$ cat config.mk
export PLATFORM = sky130hd
export DESIGN_NAME = io_reg_router
export DESIGN_NICKNAME = d
export VERILOG_FILES = /design/src/rtl/io_bus_pkg.sv /design/src/rtl/io_addr_decode.sv /design/src/rtl/io_reg_router.sv
export SDC_FILE = /design/constraint.sdc
export NUM_CORES = 1
export LEC_CHECK = 0
export BUFFER_PORTS_ARGS = -buffer_cell sky130_fd_sc_hd__buf_2
export CAP_MARGIN = 25
export CORE_UTILIZATION = 41
export CTS_CLUSTER_DIAMETER = 40
export DETAILED_ROUTE_END_ITERATION = 8
export PLACE_DENSITY_LB_ADDON = 0.05
export SLEW_MARGIN = 30
export SYNTH_ARGS = -nofsm -noshare
export SYNTH_HDL_FRONTEND = slang
export SYNTH_SLANG_ARGS = --single-unit
export TNS_END_PERCENT = 100
$ cat constraint.sdc
create_clock -name clk -period 1.7 [get_ports clk]
set_input_delay 0.51 -clock clk [delete_from_list [all_inputs] [get_ports clk]]
set_output_delay 0.51 -clock clk [all_outputs]
set_load 0.1 [all_outputs]
$ cat src/rtl/io_bus_pkg.sv
// Shared definitions for the s1c88 I/O register page: CPU bus commands,
// router FSM states and page geometry.
package io_bus_pkg;

  // Mirrors the CPU's bus_status encoding.
  typedef enum logic [1:0] {
    BUS_IDLE      = 2'd0,
    BUS_IRQ_READ  = 2'd1,
    BUS_MEM_WRITE = 2'd2,
    BUS_MEM_READ  = 2'd3
  } bus_cmd_e;

  typedef enum logic [1:0] {
    ST_IDLE     = 2'd0,
    ST_WAIT_ACK = 2'd1,
    ST_HOLD     = 2'd2
  } io_state_e;

  localparam int IO_PAGE_SIZE = 256;
  localparam int OFFSET_W     = $clog2(IO_PAGE_SIZE);

  // Slave index width; a single slave still needs a one-bit index.
  function automatic int sel_width(input int n);
    return (n > 1) ? $clog2(n) : 1;
  endfunction

endpackage

$ cat src/rtl/io_addr_decode.sv
// Page offset to slave priority decoder; the lowest-index owner wins on overlap.
module io_addr_decode
  import io_bus_pkg::*;
#(
  parameter int                      NUM_SLAVES = 4,
  parameter int                      SEL_W      = sel_width(NUM_SLAVES),
  parameter logic [NUM_SLAVES*8-1:0] SLAVE_LO   = '0,
  parameter logic [NUM_SLAVES*8-1:0] SLAVE_HI   = '1
) (
  input  logic [OFFSET_W-1:0] offset_i,
  output logic                hit_o,
  output logic [SEL_W-1:0]    sel_o
);

  always_comb begin
    hit_o = 1'b0;
    sel_o = '0;
    // Descending scan so the lowest matching index is the last one written.
    for (int i = NUM_SLAVES - 1; i >= 0; i--) begin
      if (offset_i >= SLAVE_LO[8*i +: 8] && offset_i <= SLAVE_HI[8*i +: 8]) begin
        hit_o = 1'b1;
        sel_o = SEL_W'(i);
      end
    end
  end

endmodule

$ cat src/rtl/io_reg_router.sv
// I/O page router: decodes CPU accesses into one-cycle slave strobes,
// waits for read acks with timeout, and passes non-I/O reads through.
//   state    | meaning
//   IDLE     | waiting for a qualified read/write rising edge
//   WAIT_ACK | read strobed, waiting for the selected slave's ack
//   HOLD     | access finished, waiting for cpu_read and cpu_write to drop
module io_reg_router
  import io_bus_pkg::*;
#(
  parameter int                      NUM_SLAVES     = 4,
  parameter int                      ADDR_W         = 24,
  parameter logic [ADDR_W-1:0]       IO_BASE        = 24'h2000,
  parameter logic [NUM_SLAVES*8-1:0] SLAVE_LO       = 32'hC0_80_40_00,
  parameter logic [NUM_SLAVES*8-1:0] SLAVE_HI       = 32'hFF_BF_7F_3F,
  parameter logic [7:0]              UNMAPPED_VALUE = 8'hFF,
  parameter int                      TIMEOUT        = 8
) (
  input  logic                    clk,
  input  logic                    reset,
  input  logic [ADDR_W-1:0]       cpu_address,
  input  logic [1:0]              cpu_bus_status,
  input  logic                    cpu_read,
  input  logic                    cpu_write,
  input  logic [7:0]              cpu_data_out,
  input  logic [7:0]              ext_data_in,
  output logic [7:0]              cpu_data_in,
  output logic [NUM_SLAVES-1:0]   slv_rd_stb,
  output logic [NUM_SLAVES-1:0]   slv_wr_stb,
  output logic [7:0]              slv_offset,
  output logic [7:0]              slv_wdata,
  input  logic [NUM_SLAVES*8-1:0] slv_rdata,
  input  logic [NUM_SLAVES-1:0]   slv_ack,
  output logic                    err_unmapped,
  output logic                    err_timeout,
  output logic                    busy
);

  localparam int SEL_W = sel_width(NUM_SLAVES);
  localparam int CNT_W = $clog2(TIMEOUT + 1);

  io_state_e             state_q, state_d;
  logic                  rd_prev_q, wr_prev_q;
  logic [SEL_W-1:0]      sel_q, sel_d;
  logic [CNT_W-1:0]      cnt_q, cnt_d;
  logic [7:0]            data_q, data_d;
  logic [7:0]            offset_q, offset_d;
  logic [7:0]            wdata_q, wdata_d;
  logic [NUM_SLAVES-1:0] rd_stb_q, rd_stb_d;
  logic [NUM_SLAVES-1:0] wr_stb_q, wr_stb_d;
  logic                  err_unm_q, err_unm_d;
  logic                  hold_rd_q, hold_rd_d;

  logic                  io_hit, dec_hit;
  logic [SEL_W-1:0]      dec_sel;
  logic                  rd_start, wr_start;
  logic                  ack_hit, timeout_hit;

  io_addr_decode #(
    .NUM_SLAVES (NUM_SLAVES),
    .SEL_W      (SEL_W),
    .SLAVE_LO   (SLAVE_LO),
    .SLAVE_HI   (SLAVE_HI)
  ) u_decode (
    .offset_i (cpu_address[OFFSET_W-1:0]),
    .hit_o    (dec_hit),
    .sel_o    (dec_sel)
  );

  assign io_hit   = (cpu_address[ADDR_W-1:OFFSET_W] == IO_BASE[ADDR_W-1:OFFSET_W]);
  assign rd_start = cpu_read  & ~rd_prev_q & (cpu_bus_status == BUS_MEM_READ);
  assign wr_start = cpu_write & ~wr_prev_q & (cpu_bus_status == BUS_MEM_WRITE);

  // The first WAIT_ACK cycle is the strobe cycle; an ack there is too early.
  assign ack_hit     = (state_q == ST_WAIT_ACK) && slv_ack[sel_q] && (cnt_q != '0);
  assign timeout_hit = (state_q == ST_WAIT_ACK) && !ack_hit &&
                       (cnt_q == CNT_W'(TIMEOUT - 1));

  always_comb begin
    state_d   = state_q;
    sel_d     = sel_q;
    cnt_d     = cnt_q;
    data_d    = data_q;
    offset_d  = offset_q;
    wdata_d   = wdata_q;
    rd_stb_d  = '0;
    wr_stb_d  = '0;
    err_unm_d = 1'b0;
    hold_rd_d = hold_rd_q;
    unique case (state_q)
      ST_IDLE: begin
        if (rd_start) begin
          if (io_hit) begin
            hold_rd_d = 1'b1;
            if (dec_hit) begin
              rd_stb_d = NUM_SLAVES'(1) << dec_sel;
              sel_d    = dec_sel;
              offset_d = cpu_address[7:0];
              cnt_d    = '0;
              state_d  = ST_WAIT_ACK;
            end else begin
              data_d    = UNMAPPED_VALUE;
              err_unm_d = 1'b1;
              state_d   = ST_HOLD;
            end
          end
        end else if (wr_start && io_hit) begin
          hold_rd_d = 1'b0;
          if (dec_hit) begin
            wr_stb_d = NUM_SLAVES'(1) << dec_sel;
            offset_d = cpu_address[7:0];
            wdata_d  = cpu_data_out;
          end else begin
            err_unm_d = 1'b1;
          end
          state_d = ST_HOLD;
        end
      end
      ST_WAIT_ACK: begin
        if (ack_hit) begin
          data_d  = slv_rdata[{sel_q, 3'b000} +: 8];
          state_d = ST_HOLD;
        end else if (timeout_hit) begin
          data_d  = UNMAPPED_VALUE;
          state_d = ST_HOLD;
        end else begin
          cnt_d = cnt_q + CNT_W'(1);
        end
      end
      ST_HOLD: begin
        if (!cpu_read && !cpu_write) state_d = ST_IDLE;
      end
      default: state_d = ST_IDLE;
    endcase
  end

  always_ff @(posedge clk or negedge reset) begin
    if (!reset) begin
      state_q   <= ST_IDLE;
      rd_prev_q <= 1'b0;
      wr_prev_q <= 1'b0;
      sel_q     <= '0;
      cnt_q     <= '0;
      data_q    <= UNMAPPED_VALUE;
      offset_q  <= 8'h00;
      wdata_q   <= 8'h00;
      rd_stb_q  <= '0;
      wr_stb_q  <= '0;
      err_unm_q <= 1'b0;
      hold_rd_q <= 1'b0;
    end else begin
      state_q   <= state_d;
      rd_prev_q <= cpu_read;
      wr_prev_q <= cpu_write;
      sel_q     <= sel_d;
      cnt_q     <= cnt_d;
      data_q    <= data_d;
      offset_q  <= offset_d;
      wdata_q   <= wdata_d;
      rd_stb_q  <= rd_stb_d;
      wr_stb_q  <= wr_stb_d;
      err_unm_q <= err_unm_d;
      hold_rd_q <= hold_rd_d;
    end
  end

  always_comb begin
    cpu_data_in = ext_data_in;
    if (state_q == ST_WAIT_ACK)                cpu_data_in = UNMAPPED_VALUE;
    else if (state_q == ST_HOLD && hold_rd_q)  cpu_data_in = data_q;
  end

  assign slv_rd_stb   = rd_stb_q;
  assign slv_wr_stb   = wr_stb_q;
  assign slv_offset   = offset_q;
  assign slv_wdata    = wdata_q;
  assign err_unmapped = err_unm_q;
  assign err_timeout  = timeout_hit;
  assign busy         = (state_q != ST_IDLE);

endmodule

==> reports/summary.txt, run 1 <==
GLOBAL ROUTE
------------------------------------------------------------------------------
Initial antenna violation count                                              0
Overflow left after global routing                                           0
Maximum number of pins on one net before global-route repair                30
Global routing usage summed across all routing layers                   21.48%
Wire length of the first global-routing pass                           9039 um
Via count of the first global-routing pass                                1927

TIMING
------------------------------------------------------------------------------
Setup repair after global routing missed its margin                       true
Sum of negative setup slack                                          -5.885 ns
Achievable frequency                                                0.4645 GHz
Largest clock skew in the final design                             0.005440 ns
Max-slew violations                                                          0
Min cycle time layout                                                 2.153 ns
Total setup violations reported at the end of the flow                      24
Post-route setup slack                                              -0.4531 ns
Number of failing hold endpoints at the final stage                          0
Worst-case hold slack                                                0.1332 ns
Post-route fraction of the period consumed by the critical path         126.7%

CLOCK NETWORK
------------------------------------------------------------------------------
Skew-Pair Late Insertion Delay                                         0.29 ns
Number of sinks on the clock net                                            44
Maximum number of buffers from clock root to sink                            2
Clk root buf                                                          clkbuf_8
Worst-path clk slew                                                    0.08 ns
CTS buffer count                                                             5
H-tree depth                                                                 2
TritonCTS clock tree                                                     built
Hold-fix buffers, CTS                                                        0

CELLS AND AREA
------------------------------------------------------------------------------
Most common cell after layout, fill and taps aside                       buf_2
Layout Nets                                                                405
Commonest cells after routing, fill and taps aside                buf_2 (106), dfrtp_1 (35), buf_4 (18), nor2_1 (14), buf_12 (14)
Ratio of cells with drive above 1 in the final layout                   69.57%
Antenna fix cells                                                            0
Post-synthesis to final-layout area growth                              68.80%

PLACE
------------------------------------------------------------------------------
Final HPWL from detailed placement                                     4500 um
Final RePlAce weighted congestion                                       0.8417
Input/output buffers                                                       116
Worst slack, placed                                                 -0.3578 ns

DETAILED ROUTING
------------------------------------------------------------------------------
DR pass1 iterations                                                          4
Wire length per cell after detailed routing                           15.01 um
DRC violation total after the first TritonRoute iteration                   90
Vias                                                                      1968
Detailed Route WL                                                      5882 um
Routed via count divided by cell count                                   5.020
Number of antenna-violating nets in the routed design                        0
Count of unresolved DRC violations after routing                             0

WORST SETUP PATH
------------------------------------------------------------------------------
Required arrival time at the worst endpoint                            1.19 ns
Largest fanout of any net on the critical path                               2
Kind of end point of the critical path                              output pin
Startpoint class of the critical path                                 register
Worst setup path class                                                 reg2out
Data arrival time at the worst-slack endpoint                          1.64 ns
FF-to-FF setup slack                                                  -0.25 ns

RUN
------------------------------------------------------------------------------
Max-cap violations                                                           0

SYNTH
------------------------------------------------------------------------------
Cell count after synthesis                                                 176
Avg Synthesized Cell Area                                          12.55 sq um
Synth Net Count                                                            260
Post-Synthesis Cell Area                                            2210 sq um
Sequential fraction of the synthesis area                               50.28%
Flops & latches, synth                                                      44
Synth warnings                                                               0
Number of distinct library cells after synthesis                            39

FLOORPLAN
------------------------------------------------------------------------------
Initial Utilization                                                     42.99%
DIE AREA                                                            5687 sq um
Overall die width                                                     75.41 um
Height of the chip                                                    75.41 um
Number of top-level pins                                                   117
Core ar.                                                            5140 sq um
Placement row count                                                         26

STATUS
------------------------------------------------------------------------------
Violated checks                                                   setup timing
Run status                                                        finished with violations

PWR
------------------------------------------------------------------------------
Total power density per cell area                                 603.9 nW/um^2
Leakage power                                                      0.001816 uW
Max VDD drop                                                       0.0006977 V
Overall power of the completed layout                                  2253 uW

MIN PATH
------------------------------------------------------------------------------
Worst Hold Class                                                      in2async

-- kinds of logic (layout without fill, tap and decap cells) --
family                     after synthesis  after routing  share of synthesized area [%]
and+or+nand+nor                         50             50                          13.42
AOI/OAI and AO/OA                       37             37                          11.66
DFF                                     44             44                          50.28
buffers and inverters                   13            159                          2.718
adders and majority gates                2              2                          1.132
muxes                                   29             29                          20.61
other                                    1              1                         0.1697
-- flip-flops by register name (all words and copies together), names as in the netlist, 2 cells and up --
name / count
slv_rd_stb: 4
slv_wr_stb: 4
slv_offset: 8
sel_q: 2
data_q: 8
slv_wdata: 8
cnt_q: 4
state_q: 2
-- power by group --
group / switching, uW / total [uW] / leakage [uW] / internal, uW
sequential: 1.36 / 1050 / 0.000556 / 1050
combinational: 187 / 342 / 0.00120 / 156
clock: 340 / 858 / 0.0000645 / 518
total: 528 / 2250 / 0.00182 / 1720
-- area by class of cell --
cell class	instances	area (sq um)
clock buffer	7	96.34
clock inverter	1	30.03
fill	393	1410
inverter	7	28.78
multi-input combinational	119	1340
sequential	44	1112
tap	70	87.58
timing repair buffer	144	1035
-- Yosys cell counts (all sizes together) --
cell | count | share of area (%)
inv | 7 | 1.2
a21o | 1 | 0.34
nor4 | 4 | 1.4
dfrtp | 36 | 41
o21ai | 4 | 0.91
mux4 | 9 | 9.2
a21oi | 10 | 2.3
nor3 | 2 | 0.45
ha | 2 | 1.1
a31oi | 1 | 0.96
conb | 1 | 0.17
nor4b | 2 | 1.1
nand3 | 6 | 2.2
nor4bb | 1 | 0.45
nand2 | 7 | 1.2
o22ai | 9 | 2.5
clkbuf | 2 | 0.34
nand2b | 4 | 1.1
and4 | 1 | 0.51
o211ai | 3 | 1.0
mux2 | 18 | 11
or3 | 1 | 0.28
dfstp | 8 | 9.5
nand3b | 1 | 0.34
and2 | 2 | 0.79
mux2i | 2 | 0.91
buf | 4 | 1.2
o211a | 1 | 0.45
o22a | 8 | 3.2
and4b | 1 | 0.45
nor2 | 18 | 3.2
-- routing by layer --
layer	up-vias	track usage [%]	wire, um
met4	0	4.115	43
met5	-	0	0
met2	48	35.12	3083
met1	966	29.04	2454
met3	6	5.952	301
li1	948	-	-
-- final timing paths --
path                            cells after the start    startpoint           end
worst max register to register                      7      sel_q[0]      cnt_q[3]
worst min-delay path                                1         reset     wr_prev_q
min in group clk                                    1      cpu_read     rd_prev_q
max in group asynchronous                           2         reset     data_q[3]
worst min register to register                      1  slv_wdata[1]  slv_wdata[1]
worst max-delay path                                3      sel_q[0]   err_timeout
-- repair_timing --
action                                  CTS  global route
buffers inserted                          5             3
pin swaps                                 1             4
endpoints found under the setup margin   24            27
cloned                                    1             0
gates resized for setup                  11             7
-- worst max-delay path, cell delays in order, from the launching register on --
cell and delay, ns:
dfrtp_1 0.38, mux4_2 0.55, nor4_4 0.20, buf_12 0.21
-- through the flow --
step / utilization, % / instance area [sq um] / instances
4_1_cts: 71.81 / 3691 / 391
3_3_place_gp: 66.70 / 3428 / 377
3_5_place_dp: 66.70 / 3428 / 377
6_report: 72.57 / 3730 / 392
2_1_floorplan: - / 2494 / 176
5_1_grt: 72.57 / 3730 / 392
(Power assumes the default switching activity.)
==> run 2: changes to the inputs <==
MAX_ROUTING_LAYER = met4   (was unset)
==> run 2 against run 1 <==
Against the previous run: the flow still finishes with violations (setup timing); sequential share of layout area increased by 0.51 points; count of clock-buffer cells in the layout decreased by 1; power decreased by 2.9%; first-iteration DRC count decreased by 13%; highest routed layer unchanged.
==> reports/summary.txt, run 2 (same netlist as run 1, synthesis figures left out) <==
WORST SETUP PATH
------------------------------------------------------------------------------
Kind of end point of the critical path                              output pin
Start point of the critical path                                      sel_q[0]
Required arrival time at the worst endpoint                            1.19 ns   about the same
RR Startpoint                                                         sel_q[0]
Data arrival time at the worst-slack endpoint                          1.64 ns   about the same
Critical path's largest stage delay                                    0.55 ns   about the same
Worst reg2reg endpoint                                               data_q[5]
Crit path cell chain                                              mux4_2, nor4_4, buf_12
Worst setup path class                                                 reg2out
FF-to-FF setup slack                                                  -0.28 ns   -0.03 ns
Logic depth of the worst register-to-register path                           8   +1
Largest fanout of any net on the critical path                               2   unchanged
Cell type of the slowest stage on the worst timing path                 mux4_2
CP Capture Point                                                   err_timeout
Startpoint class of the critical path                                 register

DETAILED ROUTING
------------------------------------------------------------------------------
Number of antenna-violating nets in the routed design                        0   unchanged
Wire length per cell after detailed routing                           15.05 um   +0.27%
Routed via count divided by cell count                                   5.015   -0.10%
DRC violation total after the first TritonRoute iteration                   78   -13%
Vias                                                                      1966   -0.10%
Count of unresolved DRC violations after routing                             0   unchanged
DR pass1 iterations                                                          4   unchanged
Detailed Route WL                                                      5898 um   +0.27%

GLOBAL ROUTE
------------------------------------------------------------------------------
Global routing usage summed across all routing layers                   22.79%   +1.3 points
Overflow left after global routing                                           0   unchanged
Maximum number of pins on one net before global-route repair                26   -13%
Wire length of the first global-routing pass                           9287 um   +2.7%
Via count of the first global-routing pass                                1950   +1.2%
Initial antenna violation count                                              0   unchanged

PLACE
------------------------------------------------------------------------------
Placed standard-cell area                                           3436 sq um   +0.22%
Final RePlAce weighted congestion                                       0.8879   +5.5%
Input/output buffers                                                       116   unchanged
Final HPWL from detailed placement                                     4737 um   +5.3%
Worst slack, placed                                                 -0.3658 ns   -0.008031 ns

CELLS AND AREA
------------------------------------------------------------------------------
Commonest cells after routing, fill and taps aside                buf_2 (106), dfrtp_1 (35), buf_4 (17), nor2_1 (14), buf_12 (12)
Post-route cell area                                                3667 sq um   -1.7%
Antenna fix cells                                                            0   unchanged
Post-synthesis to final-layout area growth                              65.97%
Layout Nets                                                                405   unchanged
Ratio of cells with drive above 1 in the final layout                   69.25%   -0.31 points
Most common cell after layout, fill and taps aside                       buf_2

FLOORPLAN
------------------------------------------------------------------------------
Height of the chip                                                    75.41 um   unchanged
Core ar.                                                            5140 sq um   unchanged
Overall die width                                                     75.41 um   unchanged
Initial Utilization                                                     42.99%   unchanged
Number of top-level pins                                                   117   unchanged
DIE AREA                                                            5687 sq um   unchanged
Placement row count                                                         26   unchanged

TIMING
------------------------------------------------------------------------------
Total setup violations reported at the end of the flow                      24   unchanged
Max-slew violations                                                          0   unchanged
Achievable frequency                                                0.4655 GHz   +0.22%
Largest clock skew in the final design                             0.006577 ns   +0.001138 ns
Post-route setup slack                                              -0.4483 ns   +0.004816 ns
Number of failing hold endpoints at the final stage                          0   unchanged
Min cycle time layout                                                 2.148 ns   -0.004816 ns
Post-route fraction of the period consumed by the critical path         126.4%   -0.28 points
Setup repair after global routing missed its margin                       true
Sum of negative setup slack                                          -5.860 ns   +0.02518 ns

RUN
------------------------------------------------------------------------------
Max-cap violations                                                           0   unchanged

PWR
------------------------------------------------------------------------------
Total power density per cell area                                 596.2 nW/um^2   -1.3%
Leakage power                                                      0.001779 uW   -2.0%
Max VDD drop                                                       0.0005471 V   -22%

CLOCK NETWORK
------------------------------------------------------------------------------
Maximum number of buffers from clock root to sink                            2   unchanged
Number of sinks on the clock net                                            44   unchanged
Skew-Pair Late Insertion Delay                                         0.29 ns   about the same
CTS buffer count                                                             5   unchanged
Worst-path clk slew                                                    0.08 ns   about the same
H-tree depth                                                                 2   unchanged
Clk root buf                                                          clkbuf_8
TritonCTS clock tree                                                     built

MIN PATH
------------------------------------------------------------------------------
Worst Hold Class                                                      in2async

STATUS
------------------------------------------------------------------------------
Violated checks                                                   setup timing
Run status                                                        finished with violations

[run 2: changes by cell type in the layout (fill, tap and decap cells not counted), sizes merged]
| cell | before | now |
|---|---|---|
| bufbuf | 1 | 0 |
| buf | 143 | 144 |
| clkbuf | 7 | 6 |
| clkinv | 0 | 1 |
[run 2: routing by layer]
layer | global-route usage [%] | up-vias | routed length [um]
met3 | 4.894 | 7 | 228
li1 | - | 945 | -
met1 | 30.26 | 963 | 2597
met4 | 4.938 | 0 | 54
met5 | - | - | 0
met2 | 36.21 | 51 | 3018
[run 2: stage by stage]
step / power (uW) / hold WS [ns] / cells / util [%]
3_3_place_gp: 1405 / 0.4848 / 378 / 66.85
5_1_grt: 2260 / 0.1944 / 392 / 71.35
6_report: 2187 / 0.1602 / 392 / 71.35
2_1_floorplan: 1216 / 0.2144 / 176 / -
3_5_place_dp: 1411 / 0.4864 / 378 / 66.85
4_1_cts: 2196 / 0.1704 / 391 / 70.37
[run 2: power breakdown]
group / switching, uW / total (uW) / internal, uW / leakage (uW)
Clock: 355 / 791 / 436 / 0.0000552
Combinational: 186 / 343 / 157 / 0.00117
Sequential: 1.32 / 1050 / 1050 / 0.000556
[run 2: area by class of cell]
type | instances | area, sq um
Timing Repair Buffer | 144 | 999.7
Multi-Input combinational cell | 119 | 1331
Inverter | 7 | 28.78
Clock buffer | 6 | 72.57
Fill cell | 400 | 1473
Tap cell | 70 | 87.58
Sequential cell | 44 | 1112
Clock inverter | 2 | 35.03
[run 2: worst max-delay path, delay by kind of cell, from the launching register on]
| kind | cells | cell delay [ns] |
|---|---|---|
| AND/OR/NAND/NOR | 1 | 0.20 |
| buffers and inverters | 1 | 0.21 |
| flip-flops | 1 | 0.38 |
| multiplexers | 1 | 0.55 |
[run 2: repair_timing]
| action | in CTS | in global routing |
|---|---|---|
| gates resized for setup | 11 | 10 |
| cloned | 0 | 0 |
| pin swaps | 1 | 3 |
| setup buffers | 5 | 2 |
| hold buffers | 0 | 0 |
| endpoints found under the setup margin | 24 | 24 |
| hold endpoints to repair | 0 | 0 |
[run 2: how the worst min path moves through the flow]
stage / endpoint / slack, ns / cells past startpoint
after detailed placement: cnt_q[1] / 0.49 / 1
after CTS: cnt_q[1] / 0.17 / 1
after global placement: slv_wdata[1] / 0.48 / 1
after global routing: state_q[1] / 0.19 / 1
after floorplan: cnt_q[0] / 0.21 / 0
final: cnt_q[1] / 0.16 / 1
==> run 3: changes to the inputs <==
BUFFER_PORTS_ARGS = -buffer_cell sky130_fd_sc_hd__buf_4   (was -buffer_cell sky130_fd_sc_hd__buf_2)
PLACE_DENSITY = 0.83   (was unset)
PLACE_DENSITY_LB_ADDON = unset   (was 0.05)
==> run 3 against run 2 <==
Against the previous run: the run still ends with setup timing left; flip-flop and latch count unchanged; power down 2.7%; wire length up 4.5%; clock power down 13%; register-to-register slack better by 0.09 ns; sequential power about the same; critical path depth unchanged; clock skew up 0.0041 ns; utilization up 3.4 points; first-iteration DRC count down 26%; via count up 3.1%; worst setup slack worse by 0.043 ns; critical path type unchanged; largest cell class unchanged.
==> reports/summary.txt, run 3 (same netlist as run 1, synthesis figures left out) <==
CELLS AND AREA
------------------------------------------------------------------------------
Final core occ                                                          74.78%   +3.4 points
Ratio of cells with drive above 1 in the final layout                   69.40%   +0.15 points
Antenna fix cells                                                            0   unchanged
Most common cell after layout, fill and taps aside                       buf_4
Commonest cells after routing, fill and taps aside                buf_4 (125), dfrtp_1 (35), nor2_1 (13), mux2_2 (10), buf_12 (10)
Post-route cell area                                                3844 sq um   +4.8%
Post-synthesis to final-layout area growth                              73.95%
Layout Nets                                                                400   -1.2%

TIMING
------------------------------------------------------------------------------
Max-Slew Margin vs Limit                                                63.94%
Worst Tran Pin Value                                                 0.5409 ns
Post-route setup slack                                              -0.4909 ns   -0.04261 ns
Number of failing hold endpoints at the final stage                          0   unchanged
Achievable frequency                                                0.4564 GHz   -1.9%
Setup repair after global routing missed its margin                       true
Min cycle time layout                                                 2.191 ns   +0.04261 ns
Post-route fraction of the period consumed by the critical path         128.9%   +2.5 points
Largest clock skew in the final design                              0.01064 ns   +0.004062 ns
Total setup violations reported at the end of the flow                      24   unchanged
Max-slew violations                                                          0   unchanged

FLOORPLAN
------------------------------------------------------------------------------
Initial Utilization                                                     42.99%   unchanged
Number of top-level pins                                                   117   unchanged
Height of the chip                                                    75.41 um   unchanged
Overall die width                                                     75.41 um   unchanged
Placement row count                                                         26   unchanged
Core ar.                                                            5140 sq um   unchanged
DIE AREA                                                            5687 sq um   unchanged

MIN PATH
------------------------------------------------------------------------------
Worst Hold Class                                                      in2async

CLOCK NETWORK
------------------------------------------------------------------------------
H-tree depth                                                                 2   unchanged
Number of sinks on the clock net                                            44   unchanged
Number of post-CTS setup repair buffers                                      0   -5
Maximum number of buffers from clock root to sink                            2   unchanged
CTS buffer count                                                             5   unchanged
Hold-fix buffers, CTS                                                        0   unchanged
Worst-path clk slew                                                    0.09 ns   about the same
TritonCTS clock tree                                                     built
Skew-Pair Late Insertion Delay                                         0.30 ns   about the same
Clk root buf                                                          clkbuf_8

WORST SETUP PATH
------------------------------------------------------------------------------
RR Startpoint                                                         sel_q[0]
Data arrival time at the worst-slack endpoint                          1.68 ns   +0.04 ns
Logic depth of the worst register-to-register path                           6   -2
Crit path cell chain                                              mux4_2, nor4_4, buf_6
Worst setup path class                                                 reg2out
Critical path's largest stage delay                                    0.56 ns   about the same
Cell type of the slowest stage on the worst timing path                 mux4_2
Kind of end point of the critical path                              output pin
Required arrival time at the worst endpoint                            1.19 ns   about the same
CP Capture Point                                                   err_timeout
Startpoint class of the critical path                                 register
Largest fanout of any net on the critical path                               2   unchanged
Worst reg2reg endpoint                                                cnt_q[3]
FF-to-FF setup slack                                                  -0.19 ns   +0.09 ns
Start point of the critical path                                      sel_q[0]

DETAILED ROUTING
------------------------------------------------------------------------------
Detailed Route WL                                                      6162 um   +4.5%
Count of unresolved DRC violations after routing                             0   unchanged
DR pass1 iterations                                                          4   unchanged
Routed via count divided by cell count                                   5.235   +4.4%
Wire length per cell after detailed routing                           15.92 um   +5.8%
DRC violation total after the first TritonRoute iteration                   58   -26%
Vias                                                                      2026   +3.1%
Number of antenna-violating nets in the routed design                        0   unchanged

PLACE
------------------------------------------------------------------------------
Input/output buffers                                                       116   unchanged
Worst slack, placed                                                 -0.4032 ns   -0.03741 ns
Final RePlAce weighted congestion                                       0.9295   +4.7%
Placed standard-cell area                                           3571 sq um   +3.9%
Final HPWL from detailed placement                                     4754 um   +0.36%

GLOBAL ROUTE
------------------------------------------------------------------------------
Global routing usage summed across all routing layers                   22.51%   -0.28 points
Maximum number of pins on one net before global-route repair                45   +73%
Overflow left after global routing                                           0   unchanged
Wire length of the first global-routing pass                           9246 um   -0.44%
Initial antenna violation count                                              0   unchanged
Via count of the first global-routing pass                                2044   +4.8%

PWR
------------------------------------------------------------------------------
Leakage power                                                      0.001796 uW   +0.93%
Overall power of the completed layout                                  2129 uW   -2.7%
Register share of total power                                            49.4%   +1.3 points
Clock power frac                                                         32.3%   -3.9 points
Cell Int Power                                                         1583 uW   -3.7%
Switching share of total power                                          25.64%   +0.84 points
Net switching power                                                   545.7 uW   +0.64%
Combinational Power Share                                                18.3%   +2.6 points
Max VDD drop                                                       0.0005265 V   -3.8%
Total power density per cell area                                 553.8 nW/um^2   -7.1%

STATUS
------------------------------------------------------------------------------
Violated checks                                                   setup timing
Run status                                                        finished with violations

RUN
------------------------------------------------------------------------------
Max-cap violations                                                           0   unchanged

run 3: what timing repair did:
item / 4_1_cts / 5_1_grt
endpoints found under the setup margin: 24 / 24
resized for setup: 44 / 0
hold endpoints to repair: 0 / 0
run 3: per-layer routing:
metal	GRT usage [%]	routed length, um	vias to the layer above	part of all wire, %
li1	-	-	939	-
met5	-	0	-	0
met2	38.29	3219	85	52
met4	5.967	63	0	1.0
met1	26.37	2433	994	39
met3	6.217	444	8	7.2
run 3: stage by stage:
step	TNS (ns)	cells	hold WS, ns
finish	-4.705	387	0.1974
CTS	-4.648	387	0.2061
detailed placement	-8.481	379	0.4952
global placement	-7.561	379	0.4899
floorplan	-4.143	176	0.2144
global route	-6.107	387	0.2332
run 3: final cells by class:
cell class,instances,area [sq um]
clock inverter,2,15.01
multi-input combinational,119,1334
timing repair buffer,139,1184
tap,70,87.58
inverter,7,28.78
sequential,44,1112
fill,364,1296
clock buffer,6,82.58
run 3: power by group through the flow:
stage                     Clock (uW)  Sequential [uW]  Combinational, uW
final                            687             1050                390
after global routing             742             1050                412
after CTS                        708             1050                391
after detailed placement           0             1070                356
after global placement             0             1070                348
after floorplan                    0             1080                134
run 3: critical path, delay by kind of cell (launching register included):
kind                   cells  cell delay (ns)
multiplexers               1             0.56
AND/OR/NAND/NOR            1             0.16
flip-flops                 1             0.41
buffers and inverters      1             0.26
run 3: how the worst min path moves through the flow:
stage / slack, ns / depth (start not counted) / from / end
after CTS: 0.21 / 1 / reset / slv_offset[4]
after global placement: 0.49 / 1 / slv_wdata[1] / slv_wdata[1]
after global routing: 0.23 / 1 / reset / slv_offset[4]
final: 0.20 / 1 / reset / slv_offset[3]
after detailed placement: 0.50 / 1 / slv_offset[6] / slv_offset[6]
after floorplan: 0.21 / 0 / reset / cnt_q[0]
